### src/rtl/mips_seq_ctrl_pkg.sv
// Shared opcode/funct constants, ALU encodings, FSM states and the decoded
// control bundle for the MIPS-subset sequencer.
package mips_pkg;

  localparam logic [5:0] OP_RTYPE = 6'h00;
  localparam logic [5:0] OP_ADDIU = 6'h09;
  localparam logic [5:0] FN_ADDU  = 6'h21;
  localparam logic [5:0] FN_SUBU  = 6'h23;

  localparam logic ALU_ADD = 1'b0;
  localparam logic ALU_SUB = 1'b1;

  typedef enum logic [2:0] {
    IDLE, FETCH, DECODE, EXEC, WB, HALT
  } state_t;

  typedef struct packed {
    logic [4:0]  rs;
    logic [4:0]  rt;
    logic [4:0]  wr_addr;
    logic        alu_op;
    logic        alu_src_imm;
    logic [15:0] imm;
    logic        legal;
  } ctrl_t;

endpackage

### src/rtl/mips_seq_ctrl_if.sv
// Instruction-memory and datapath control bus between the sequencer
// (master) and the imem/regfile/ALU side (slave).
interface mips_seq_ctrl_if #(parameter int PC_W = 3);
  logic [PC_W-1:0] imem_addr;
  logic [31:0]     imem_rdata;
  logic [4:0]      rf_rd_addr1;
  logic [4:0]      rf_rd_addr2;
  logic [4:0]      rf_wr_addr;
  logic            rf_wr_en;
  logic            alu_op;
  logic            alu_src_imm;
  logic [15:0]     imm;

  modport master (
    output imem_addr, rf_rd_addr1, rf_rd_addr2, rf_wr_addr, rf_wr_en,
           alu_op, alu_src_imm, imm,
    input  imem_rdata
  );

  modport slave (
    input  imem_addr, rf_rd_addr1, rf_rd_addr2, rf_wr_addr, rf_wr_en,
           alu_op, alu_src_imm, imm,
    output imem_rdata
  );
endinterface

### src/rtl/mips_seq_ctrl_decoder.sv
// Combinational decode of one instruction word into datapath controls.
// Unsupported encodings come out with legal=0 and a zero write address.
module mips_decoder
  import mips_pkg::*;
(
  input  logic [31:0] instr,
  output ctrl_t       ctrl
);

  // Field extraction plus per-opcode control selection
  always_comb begin
    ctrl             = '0;
    ctrl.rs          = instr[25:21];
    ctrl.rt          = instr[20:16];
    ctrl.imm         = instr[15:0];
    if (instr[31:26] == OP_RTYPE && instr[5:0] == FN_ADDU) begin
      ctrl.wr_addr = instr[15:11];
      ctrl.alu_op  = ALU_ADD;
      ctrl.legal   = 1'b1;
    end else if (instr[31:26] == OP_RTYPE && instr[5:0] == FN_SUBU) begin
      ctrl.wr_addr = instr[15:11];
      ctrl.alu_op  = ALU_SUB;
      ctrl.legal   = 1'b1;
    end else if (instr[31:26] == OP_ADDIU) begin
      ctrl.wr_addr     = instr[20:16];
      ctrl.alu_op      = ALU_ADD;
      ctrl.alu_src_imm = 1'b1;
      ctrl.legal       = 1'b1;
    end
  end

endmodule

### src/rtl/mips_seq_ctrl.sv
// Multi-cycle FETCH/DECODE/EXEC/WB sequencer for the MIPS-subset datapath.
// Controls are decoded from the instruction register, so they hold from
// EXEC through WB. Optional trace output under MIPS_SEQ_TRACE_EN.
module mips_seq_ctrl
  import mips_pkg::*;
#(
  parameter int PROG_LEN = 7,
  parameter int PC_W     = 3
) (
  input  logic                clk,
  input  logic                rst_n,
  input  logic                start,
  mips_seq_ctrl_if.master     bus,
  output logic [PC_W-1:0]     pc,
  output logic                busy,
  output logic                done,
  output logic                illegal,
  output logic [PC_W:0]       instr_cnt
);

  localparam logic [PC_W-1:0] PC_LAST = PC_W'(PROG_LEN - 1);

  state_t      state, state_nxt;
  logic [31:0] ir;
  logic        illegal_q;
  logic        last;
  ctrl_t       dec;

  assign last = (pc == PC_LAST);

  mips_decoder u_dec (
    .instr (ir),
    .ctrl  (dec)
  );

  // State register
  always_ff @(posedge clk or negedge rst_n) begin
    if (!rst_n) state <= IDLE;
    else        state <= state_nxt;
  end

  // Next-state logic: fixed 4-cycle instruction loop, start only when idle
  always_comb begin
    state_nxt = state;
    case (state)
      IDLE, HALT: if (start) state_nxt = FETCH;
      FETCH:      state_nxt = DECODE;
      DECODE:     state_nxt = EXEC;
      EXEC:       state_nxt = WB;
      WB:         state_nxt = last ? HALT : FETCH;
      default:    state_nxt = IDLE;
    endcase
  end

  // pc, retire counter, instruction register and sticky illegal flag
  always_ff @(posedge clk or negedge rst_n) begin
    if (!rst_n) begin
      pc        <= '0;
      instr_cnt <= '0;
      ir        <= '0;
      illegal_q <= 1'b0;
    end else begin
      case (state)
        IDLE, HALT: if (start) begin
          pc        <= '0;
          instr_cnt <= '0;
          illegal_q <= 1'b0;
        end
        DECODE: ir <= bus.imem_rdata;
        WB: begin
          pc        <= last ? '0 : pc + PC_W'(1);
          instr_cnt <= instr_cnt + (PC_W+1)'(1);
          illegal_q <= illegal;
        end
        default: ;
      endcase
    end
  end

  // The current instruction's illegal bit shows as soon as it sits in ir
  // (EXEC onward); it is folded into the sticky flag at WB exit.
  assign illegal = illegal_q | ((state == EXEC || state == WB) && !dec.legal);

  assign busy = (state == FETCH) || (state == DECODE) ||
                (state == EXEC)  || (state == WB);
  assign done = (state == HALT);

  assign bus.imem_addr   = pc;
  assign bus.rf_rd_addr1 = dec.rs;
  assign bus.rf_rd_addr2 = dec.rt;
  assign bus.rf_wr_addr  = dec.wr_addr;
  assign bus.alu_op      = dec.alu_op;
  assign bus.alu_src_imm = dec.alu_src_imm;
  assign bus.imm         = dec.imm;
  // Writes to $zero and illegal instructions never strobe the regfile
  assign bus.rf_wr_en    = (state == WB) && dec.legal && (dec.wr_addr != 5'd0);

`ifdef MIPS_SEQ_TRACE_EN
  // Simulation trace of each writeback and each unsupported decode
  always @(posedge clk) begin
    if (rst_n && state == WB)
      $display("pc=%d instr=%h wr=%d/%b", pc, ir, dec.wr_addr, bus.rf_wr_en);
    if (rst_n && state == EXEC && !dec.legal)
      $display("ILLEGAL pc=%d", pc);
  end
`endif

endmodule
### src/flat_wrapper.sv
// flat-port wrapper written by rule: the top's interface ports become plain ports
module mips_seq_ctrl_flat import mips_pkg::*;
#(
  parameter int PROG_LEN = 7,
  parameter int PC_W     = 3
)
  (clk, rst_n, start, pc, busy, done, illegal, instr_cnt, bus_imem_addr, bus_rf_rd_addr1, bus_rf_rd_addr2, bus_rf_wr_addr, bus_rf_wr_en, bus_alu_op, bus_alu_src_imm, bus_imm, bus_imem_rdata);
  mips_seq_ctrl_if #(.PC_W(PC_W)) bus_i ();
  input  logic clk;
  input  logic rst_n;
  input  logic start;
  output logic [PC_W-1:0] pc;
  output logic busy;
  output logic done;
  output logic illegal;
  output logic [PC_W:0] instr_cnt;
  output wire logic [$bits(bus_i.imem_addr)-1:0] bus_imem_addr;
  output wire logic [$bits(bus_i.rf_rd_addr1)-1:0] bus_rf_rd_addr1;
  output wire logic [$bits(bus_i.rf_rd_addr2)-1:0] bus_rf_rd_addr2;
  output wire logic [$bits(bus_i.rf_wr_addr)-1:0] bus_rf_wr_addr;
  output wire logic [$bits(bus_i.rf_wr_en)-1:0] bus_rf_wr_en;
  output wire logic [$bits(bus_i.alu_op)-1:0] bus_alu_op;
  output wire logic [$bits(bus_i.alu_src_imm)-1:0] bus_alu_src_imm;
  output wire logic [$bits(bus_i.imm)-1:0] bus_imm;
  input wire logic [$bits(bus_i.imem_rdata)-1:0] bus_imem_rdata;
  assign bus_imem_addr = bus_i.imem_addr;
  assign bus_rf_rd_addr1 = bus_i.rf_rd_addr1;
  assign bus_rf_rd_addr2 = bus_i.rf_rd_addr2;
  assign bus_rf_wr_addr = bus_i.rf_wr_addr;
  assign bus_rf_wr_en = bus_i.rf_wr_en;
  assign bus_alu_op = bus_i.alu_op;
  assign bus_alu_src_imm = bus_i.alu_src_imm;
  assign bus_imm = bus_i.imm;
  assign bus_i.imem_rdata = bus_imem_rdata;
  mips_seq_ctrl #(.PROG_LEN(PROG_LEN), .PC_W(PC_W)) u_core (.clk(clk), .rst_n(rst_n), .start(start), .bus(bus_i), .pc(pc), .busy(busy), .done(done), .illegal(illegal), .instr_cnt(instr_cnt));
endmodule
### config.mk
export PLATFORM = sky130hd
export DESIGN_NAME = mips_seq_ctrl_flat
export DESIGN_NICKNAME = d
export VERILOG_FILES = /design/src/rtl/mips_seq_ctrl_pkg.sv /design/src/rtl/mips_seq_ctrl_if.sv /design/src/rtl/mips_seq_ctrl_decoder.sv /design/src/rtl/mips_seq_ctrl.sv /design/src/flat_wrapper.sv
export SDC_FILE = /design/constraint.sdc
export NUM_CORES = 1
export LEC_CHECK = 0
export CORE_ASPECT_RATIO = 2
export CORE_UTILIZATION = 40
export CTS_CLUSTER_SIZE = 28
export DETAILED_ROUTE_END_ITERATION = 7
export PLACE_DENSITY = 0.74
export RECOVER_POWER = 100
export SLEW_MARGIN = 20
export SYNTH_ARGS = -nofsm -noshare
export SYNTH_HDL_FRONTEND = slang
export SYNTH_HIERARCHICAL = 1
export SYNTH_SLANG_ARGS = --single-unit
### constraint.sdc
create_clock -name clk -period 2.3 [get_ports clk]
set_input_delay 0.46 -clock clk [delete_from_list [all_inputs] [get_ports clk]]
set_output_delay 0.46 -clock clk [all_outputs]
set_load 0.02 [all_outputs]
After elaboration in Yosys (flattened, before gate mapping)
Index checks and enable logic that the tools add are counted.
{"block": "word_totals", "register_bits": 43, "in_bits": 35, "elab_cells": 52}
{"block": "classes", "addsub": 2, "n_eq_ne": 10, "muxes": 18, "n_bitwise": 1, "n_reduce_logical": 16}
{"op": "3-bit case mux with 5 select lines", "count": 1}
{"op": "6-bit equality test, second input constant", "count": 2}
{"op": "3-bit two-way mux", "count": 4}
{"op": "6-bit two-way mux", "count": 2}
{"op": "3-bit equality test, second input constant", "count": 3}
{"op": "4-bit case mux with 2 select lines", "count": 1}
{"op": "7-bit two-way mux", "count": 1}
{"op": "3-bit by 2-bit equality test with 1-bit output, second input constant", "count": 2}
{"op": "6-bit by 4-bit equality test with 1-bit output, second input constant", "count": 1}
{"op": "6-bit zero test", "count": 1}
{"op": "1-bit two-way mux", "count": 6}
{"op": "3-bit case mux with 2 select lines", "count": 1}
{"op": "1-bit logical AND", "count": 5}
{"op": "5-bit nonzero test", "count": 1}
{"op": "4-bit by 1-bit adder with 4-bit output, second input constant", "count": 1}
{"op": "1-bit logical OR", "count": 4}
{"op": "4-bit two-way mux", "count": 1}
{"op": "3-bit by 1-bit adder with 3-bit output, second input constant", "count": 1}
{"op": "3-bit by 1-bit equality test with 1-bit output, second input constant", "count": 1}
{"op": "3-bit zero test", "count": 1}
{"op": "2-bit != test, second input constant", "count": 1}
{"op": "1-bit case mux with 2 select lines", "count": 1}
{"op": "2-bit AND reduction", "count": 1}
{"op": "2-bit nonzero test", "count": 1}
{"op": "other kinds (3)", "count": 3}

Longest topological paths before layout
{"block": "logic_depth", "depth_word": 8, "mapped_depth": 5, "depth_no_buf": 5}

Cells and area by module
Netlist, hierarchy kept.
{"mod": "mips_seq_ctrl", "instances": 1, "cells_each": 132, "area_per_inst_um2": 1833.0}
{"mod": "mips_decoder", "instances": 1, "cells_each": 40, "area_per_inst_um2": 317.8}

Least setup slack after synthesis
Ideal clock, no wire load.
{"block": "synth_timing", "path_type": "reg2out", "startpoint": "register u_core.ir[27]", "endpoint": "output bus_rf_wr_en", "t_arrival_ns": 1.983, "slack_ns": -0.143, "stages_incl_launch_ff": 6, "n_path_buf": 0, "path_cell_list": "dfrtp_1 or4_4 nor2_2 a22o_1 or3_1 o311a_1"}
{"block": "synth_between", "elab_chain_cells": 6, "elab_cells_between_ends": 13}
{"element": "start, declared", "line_no": "mips_seq_ctrl.sv:24", "rtl": "logic [31:0] ir;"}
{"element": "start signal, assigned", "line_no": "mips_seq_ctrl.sv:69", "rtl": "DECODE: ir <= bus.imem_rdata;"}
{"element": "6-bit by 4-bit equality test with 1-bit output / 6-bit zero test (equally long branches)", "line_no": "mips_seq_ctrl_decoder.sv:24, mips_seq_ctrl_decoder.sv:16, mips_seq_ctrl_decoder.sv:20"}
{"element": "7-bit two-way mux / 1-bit logical AND (equally long branches)", "line_no": "mips_seq_ctrl_decoder.sv:24, mips_seq_ctrl_decoder.sv:20"}
{"element": "6-bit two-way mux", "line_no": "mips_seq_ctrl_decoder.sv:20", "rtl": "end else if (instr[31:26] == OP_RTYPE && instr[5:0] == FN_SUBU) begin"}
{"element": "6-bit two-way mux *", "line_no": "mips_seq_ctrl_decoder.sv:16", "rtl": "if (instr[31:26] == OP_RTYPE && instr[5:0] == FN_ADDU) begin"}
{"element": "net bus_rf_wr_addr[1]", "line_no": "flat_wrapper.sv:20", "rtl": "output wire logic [$bits(bus_i.rf_wr_addr)-1:0] bus_rf_wr_addr;"}
{"element": "5-bit nonzero test *", "line_no": "mips_seq_ctrl.sv:96", "rtl": "assign bus.rf_wr_en = (state == WB) && dec.legal && (dec.wr_addr != 5'd0);"}
{"element": "1-bit logical AND *", "line_no": "mips_seq_ctrl.sv:96"}
{"element": "end, declared", "line_no": "flat_wrapper.sv:21", "rtl": "output wire logic [$bits(bus_i.rf_wr_en)-1:0] bus_rf_wr_en;"}
Mark *: on every way through the listed nets, which the timed path passes. The rest lies on a longest branch.

Final worst setup path
{"block": "layout_timing", "startpoint": "register u_core.ir[27]", "endpoint": "output bus_rf_wr_en"}
{"block": "layout_between", "elab_chain_cells": 6, "elab_cells_between_ends": 13}
{"element": "6-bit by 4-bit equality test with 1-bit output / 6-bit zero test (equally long branches)", "line_no": "mips_seq_ctrl_decoder.sv:24, mips_seq_ctrl_decoder.sv:16, mips_seq_ctrl_decoder.sv:20"}
{"element": "7-bit two-way mux, or another cell as far along", "line_no": "mips_seq_ctrl_decoder.sv:24", "rtl": "end else if (instr[31:26] == OP_ADDIU) begin"}
{"element": "6-bit two-way mux / 1-bit two-way mux (equally long branches)", "line_no": "mips_seq_ctrl_decoder.sv:20"}
{"element": "6-bit two-way mux / 1-bit two-way mux (equally long branches)", "line_no": "mips_seq_ctrl_decoder.sv:16"}
{"element": "5-bit nonzero test / 1-bit logical AND (equally long branches)", "line_no": "mips_seq_ctrl.sv:96"}
{"element": "1-bit logical AND *", "line_no": "mips_seq_ctrl.sv:96"}
Mark *: on every way between the ends. The rest lies on a longest branch, timed or not.

==> metrics.txt <==
# TYPE chip_impl_metric gauge
chip_impl_metric{name="clk_path_buf_depth",unit=""} 2
chip_impl_info{name="violations_in_the_final_reports",value="max-capacitance violations, max-slew violations, negative setup slack"} 1
chip_impl_metric{name="final_period_minus_worst_setup_slack",unit="ns"} 2.67
chip_impl_metric{name="finalSetupViolations",unit=""} 9
chip_impl_metric{name="numPortBuffers",unit=""} 81
chip_impl_info{name="cts_root_buffer",value="sky130_fd_sc_hd__clkbuf_8"} 1
chip_impl_info{name="launching_element_type_of_the_critical_path",value="register"} 1
chip_impl_metric{name="multi_input_comb_area",unit="µm²"} 858
chip_impl_metric{name="ys_warn_count",unit=""} 6
chip_impl_metric{name="antenna_cells",unit=""} 0
chip_impl_metric{name="avgRoutedWirePerCell",unit="µm"} 15.2
chip_impl_metric{name="synth-seq-cells",unit=""} 43
chip_impl_metric{name="max_cap_viol_count",unit=""} 1
chip_impl_info{name="synth.top_cells.by_area",value="sky130_fd_sc_hd__dfrtp_1 (50%), sky130_fd_sc_hd__mux2_2 (16%), sky130_fd_sc_hd__buf_4 (10%)"} 1
chip_impl_metric{name="grt_max_degree",unit=""} 36
chip_impl_metric{name="number_of_routed_nets_with_antenna_violations",unit=""} 0
chip_impl_metric{name="clkLatencyLatePin",unit="ns"} 0.29
chip_impl_metric{name="vdd_drop_max",unit="V"} 0.000772
chip_impl_metric{name="crit_path_max_incr_delay",unit="ns"} 0.57
chip_impl_metric{name="grt.overflow.total",unit=""} 0
chip_impl_metric{name="fill_cell_instance_count_of_the_final_layout",unit=""} 440
chip_impl_metric{name="synth_nets",unit=""} 208
chip_impl_metric{name="timing_hold_violations_final",unit=""} 0
chip_impl_info{name="critical_path.startpoint",value="u_core/ir[27]"} 1
chip_impl_metric{name="coreArea",unit="µm²"} 5140
chip_impl_metric{name="slew_violations",unit=""} 36
chip_impl_metric{name="syn_to_final_growth",unit="%"} 44.6
chip_impl_metric{name="clock-sinks",unit=""} 43
chip_impl_info{name="timing.critical_path.cells",value="or4_4, nor4b_4, buf_4, a22o_1, or3_4, o311a_4, buf_6"} 1
chip_impl_metric{name="grt_first_pass_wirelength",unit="µm"} 7580
chip_impl_metric{name="first_iter_violations",unit=""} 27
chip_impl_info{name="tritoncts",value="built"} 1
chip_impl_metric{name="initial_antenna_violation_count",unit=""} 0
chip_impl_metric{name="globalplace.congestion",unit=""} 0.790
chip_impl_metric{name="cells_after_synthesis",unit=""} 172
chip_impl_metric{name="die_w",unit="µm"} 53.9
chip_impl_metric{name="design.die.area",unit="µm²"} 5690
chip_impl_metric{name="power_leakage",unit="nW"} 1.37
chip_impl_metric{name="dpl.cell_count",unit=""} 297
chip_impl_metric{name="final_cell_count_no_fill",unit=""} 309
chip_impl_info{name="cp-end-kind",value="output pin"} 1
chip_impl_info{name="reg2reg_capture_point",value="u_core/illegal_q"} 1
chip_impl_metric{name="postSynth.asyncResetShare",unit="%"} 100
chip_impl_metric{name="synth.top_cell.area_share",unit="%"} 50.0
chip_impl_metric{name="worstPathArrival",unit="ns"} 2.21
chip_impl_metric{name="vias_per_cell",unit=""} 5.04
chip_impl_info{name="cell_types_with_the_highest_counts_after_synthesis",value="sky130_fd_sc_hd__dfrtp_1 (43), sky130_fd_sc_hd__mux2_2 (31), sky130_fd_sc_hd__buf_4 (29)"} 1
chip_impl_metric{name="synth.cell_area",unit="µm²"} 2150
chip_impl_info{name="synth_most_common_cell",value="sky130_fd_sc_hd__dfrtp_1"} 1
chip_impl_metric{name="cp_data_required_time",unit="ns"} 1.84
chip_impl_metric{name="route.vias.total",unit=""} 1558
chip_impl_metric{name="drive_gt1_share",unit="%"} 31.9
chip_impl_metric{name="period_share",unit="%"} 116
chip_impl_info{name="worst_path_cell_with_the_longest_stage_delay",value="sky130_fd_sc_hd__or4_4"} 1
chip_impl_metric{name="cts-htree-levels",unit=""} 2
chip_impl_info{name="reg2reg_from",value="u_core/ir[27]"} 1
chip_impl_metric{name="total_power",unit="mW"} 4.25
chip_impl_info{name="synth.largest_area_cell",value="sky130_fd_sc_hd__dfrtp_1"} 1
chip_impl_metric{name="nets",unit=""} 286
chip_impl_metric{name="ff2ff_setup_slack",unit="ns"} 0.23
chip_impl_metric{name="place_worst_setup_slack",unit="ns"} -0.522
chip_impl_metric{name="route.detailed.drc",unit=""} 0
chip_impl_metric{name="number_of_search_and_repair_iterations_in_the_first_detailed_routing_pass",unit=""} 4
chip_impl_metric{name="floorplan.rows",unit=""} 37
chip_impl_info{name="worstSetupPathType",value="register to output pin"} 1
chip_impl_metric{name="synth-edff-count",unit=""} 0
chip_impl_metric{name="worst_slack",unit="ns"} -0.367
chip_impl_metric{name="global_route.usage.total",unit="%"} 18.4
chip_impl_metric{name="timing.fmax",unit="GHz"} 0.375
chip_impl_info{name="grt_setup_unrepaired",value="yes"} 1
chip_impl_metric{name="synth.lib_cells_used.distinct",unit=""} 38
chip_impl_metric{name="initial_core_utilization",unit="%"} 41.9
chip_impl_metric{name="tritoncts.num_buffers",unit=""} 5
chip_impl_info{name="crit_end",value="bus_rf_wr_en"} 1
chip_impl_info{name="outcome",value="finished, violations left"} 1
chip_impl_metric{name="grt_pass1_vias",unit=""} 1659
chip_impl_metric{name="worst_setup_hold_path_clk_slew",unit="ns"} 0.08
chip_impl_info{name="postSynth.topFlopCell",value="sky130_fd_sc_hd__dfrtp_1"} 1
chip_impl_metric{name="number_of_top_level_pins",unit=""} 82
chip_impl_metric{name="max-slew-margin-rel",unit="%"} -22.5
chip_impl_metric{name="synth.avg_cell_area",unit="µm²"} 12.5
chip_impl_metric{name="seq_area",unit="µm²"} 1080
chip_impl_info{name="min_path_type",value="register to register"} 1
chip_impl_metric{name="timing_worst_slew_pin_value",unit="ns"} 1.84
chip_impl_metric{name="post_route_clock_skew",unit="ns"} 0.00617
chip_impl_metric{name="dieHeight",unit="µm"} 106
chip_impl_metric{name="cp_max_fo",unit=""} 3
chip_impl_metric{name="powerDensity",unit="nW/µm²"} 1370
chip_impl_metric{name="route.final.wire_length",unit="µm"} 4710
chip_impl_metric{name="synth.yosys.seq_area_share",unit="%"} 50.0
chip_impl_metric{name="reg2reg_depth",unit=""} 7
chip_impl_metric{name="hpwl_after_dpl",unit="µm"} 3520
==> routing by layer <==
| layer | track usage (%) | up-vias | routed length, µm |
|---|---|---|---|
| li1 | - | 737 | - |
| met1 | 19.2 | 769 | 1670 |
| met2 | 31.8 | 45 | 2670 |
| met3 | 4.04 | 7 | 273 |
| met4 | 9.77 | 0 | 98 |
| met5 | 0 | - | 0 |
==> where the power goes <==
group          switching, mW  total [mW]  leakage, nW  internal [mW]
Combinational           1.08        2.26        0.794           1.18
Sequential             0.268        1.39        0.519           1.12
Clock                  0.249       0.600       0.0612          0.351
Total                   1.60        4.25         1.37           2.66
==> layout make-up <==
| class | instances | share of cell area [%] |
|---|---|---|
| repair buffers | 107 | 31.4 |
| flip-flops and latches | 43 | 34.6 |
| multi-input cells | 91 | 27.6 |
| inverters | 2 | 0.241 |
| clock inverters | 2 | 1.13 |
| well taps | 58 | 2.33 |
| clock buffers | 6 | 2.66 |
==> kinds of logic after synthesis <==
| kind of cell | synth area share (%) |
|---|---|
| DFF | 50.0 |
| xor gates and xnor gates | 1.22 |
| AOI/OAI and AO/OA | 8.20 |
| muxes | 18.2 |
| buffers and inverters | 11.9 |
| adders and majority gates | 0.582 |
| and+or+nand+nor | 9.83 |
==> critical path: cells and delay by family, from the launching register on <==
family / cells / cell delay [ns]
compound gates: 2 / 0.29
flops: 1 / 0.38
buf+inv: 2 / 0.27
simple gates: 3 / 0.98
==> worst min-delay path by stage <==
stage,depth (start not counted),from,endpoint,slack [ns]
after global routing,1,u_core/ir[6],u_core/ir[6],0.52
after floorplan,0,rst_n,u_core/bus.imem_addr[0],0.16
after detailed placement,1,u_core/ir[6],u_core/ir[6],0.49
after global placement,1,u_core/ir[6],u_core/ir[6],0.47
after CTS,1,rst_n,u_core/ir[28],0.26
final,1,u_core/ir[6],u_core/ir[6],0.50
==> layout by cell type, fill, tap and decap left out, types with 3 or more instances in the layout <==
cell type	n
sky130_fd_sc_hd__a22o_1	6
sky130_fd_sc_hd__buf_4	24
sky130_fd_sc_hd__buf_6	6
sky130_fd_sc_hd__clkbuf_1	5
sky130_fd_sc_hd__clkbuf_8	6
sky130_fd_sc_hd__clkdlybuf4s50_1	35
sky130_fd_sc_hd__dfrtp_1	43
sky130_fd_sc_hd__dlygate4sd3_1	35
sky130_fd_sc_hd__mux2_2	31
sky130_fd_sc_hd__nand2_1	5
sky130_fd_sc_hd__nor2_1	3
sky130_fd_sc_hd__nor3b_1	6
sky130_fd_sc_hd__o21bai_1	3
sky130_fd_sc_hd__xnor2_1	3
==> sequential cells by signal, summed over array words and instances (netlist names) <==
| name | flops |
|---|---|
| u_core/instr_cnt | 4 |
| u_core/illegal_q | 1 |
| u_core/bus.imem_addr | 3 |
| u_core/ir | 32 |
| u_core/state | 3 |
==> what timing repair did <==
item | CTS | global route
resized for setup | 49 | 7
hold buffers | 0 | 0
setup endpoints to repair | 9 | 10
pin swaps | 7 | 7
buffers inserted | 3 | 1
==> stage by stage <==
stage          setup TNS [ns]  cell area (µm²)  utilization (%)  hold slack, ns
3_3_place_gp            -2.60             2970             57.8           0.473
4_1_cts                 -2.23             3100             60.4           0.260
5_1_grt                 -2.76             3110             60.5           0.521
3_5_place_dp            -2.85             2970             57.8           0.492
6_report                -1.95             3110             60.5           0.502
2_1_floorplan         -0.0213             2170                -           0.164
Power figures use the tool's default switching activity.
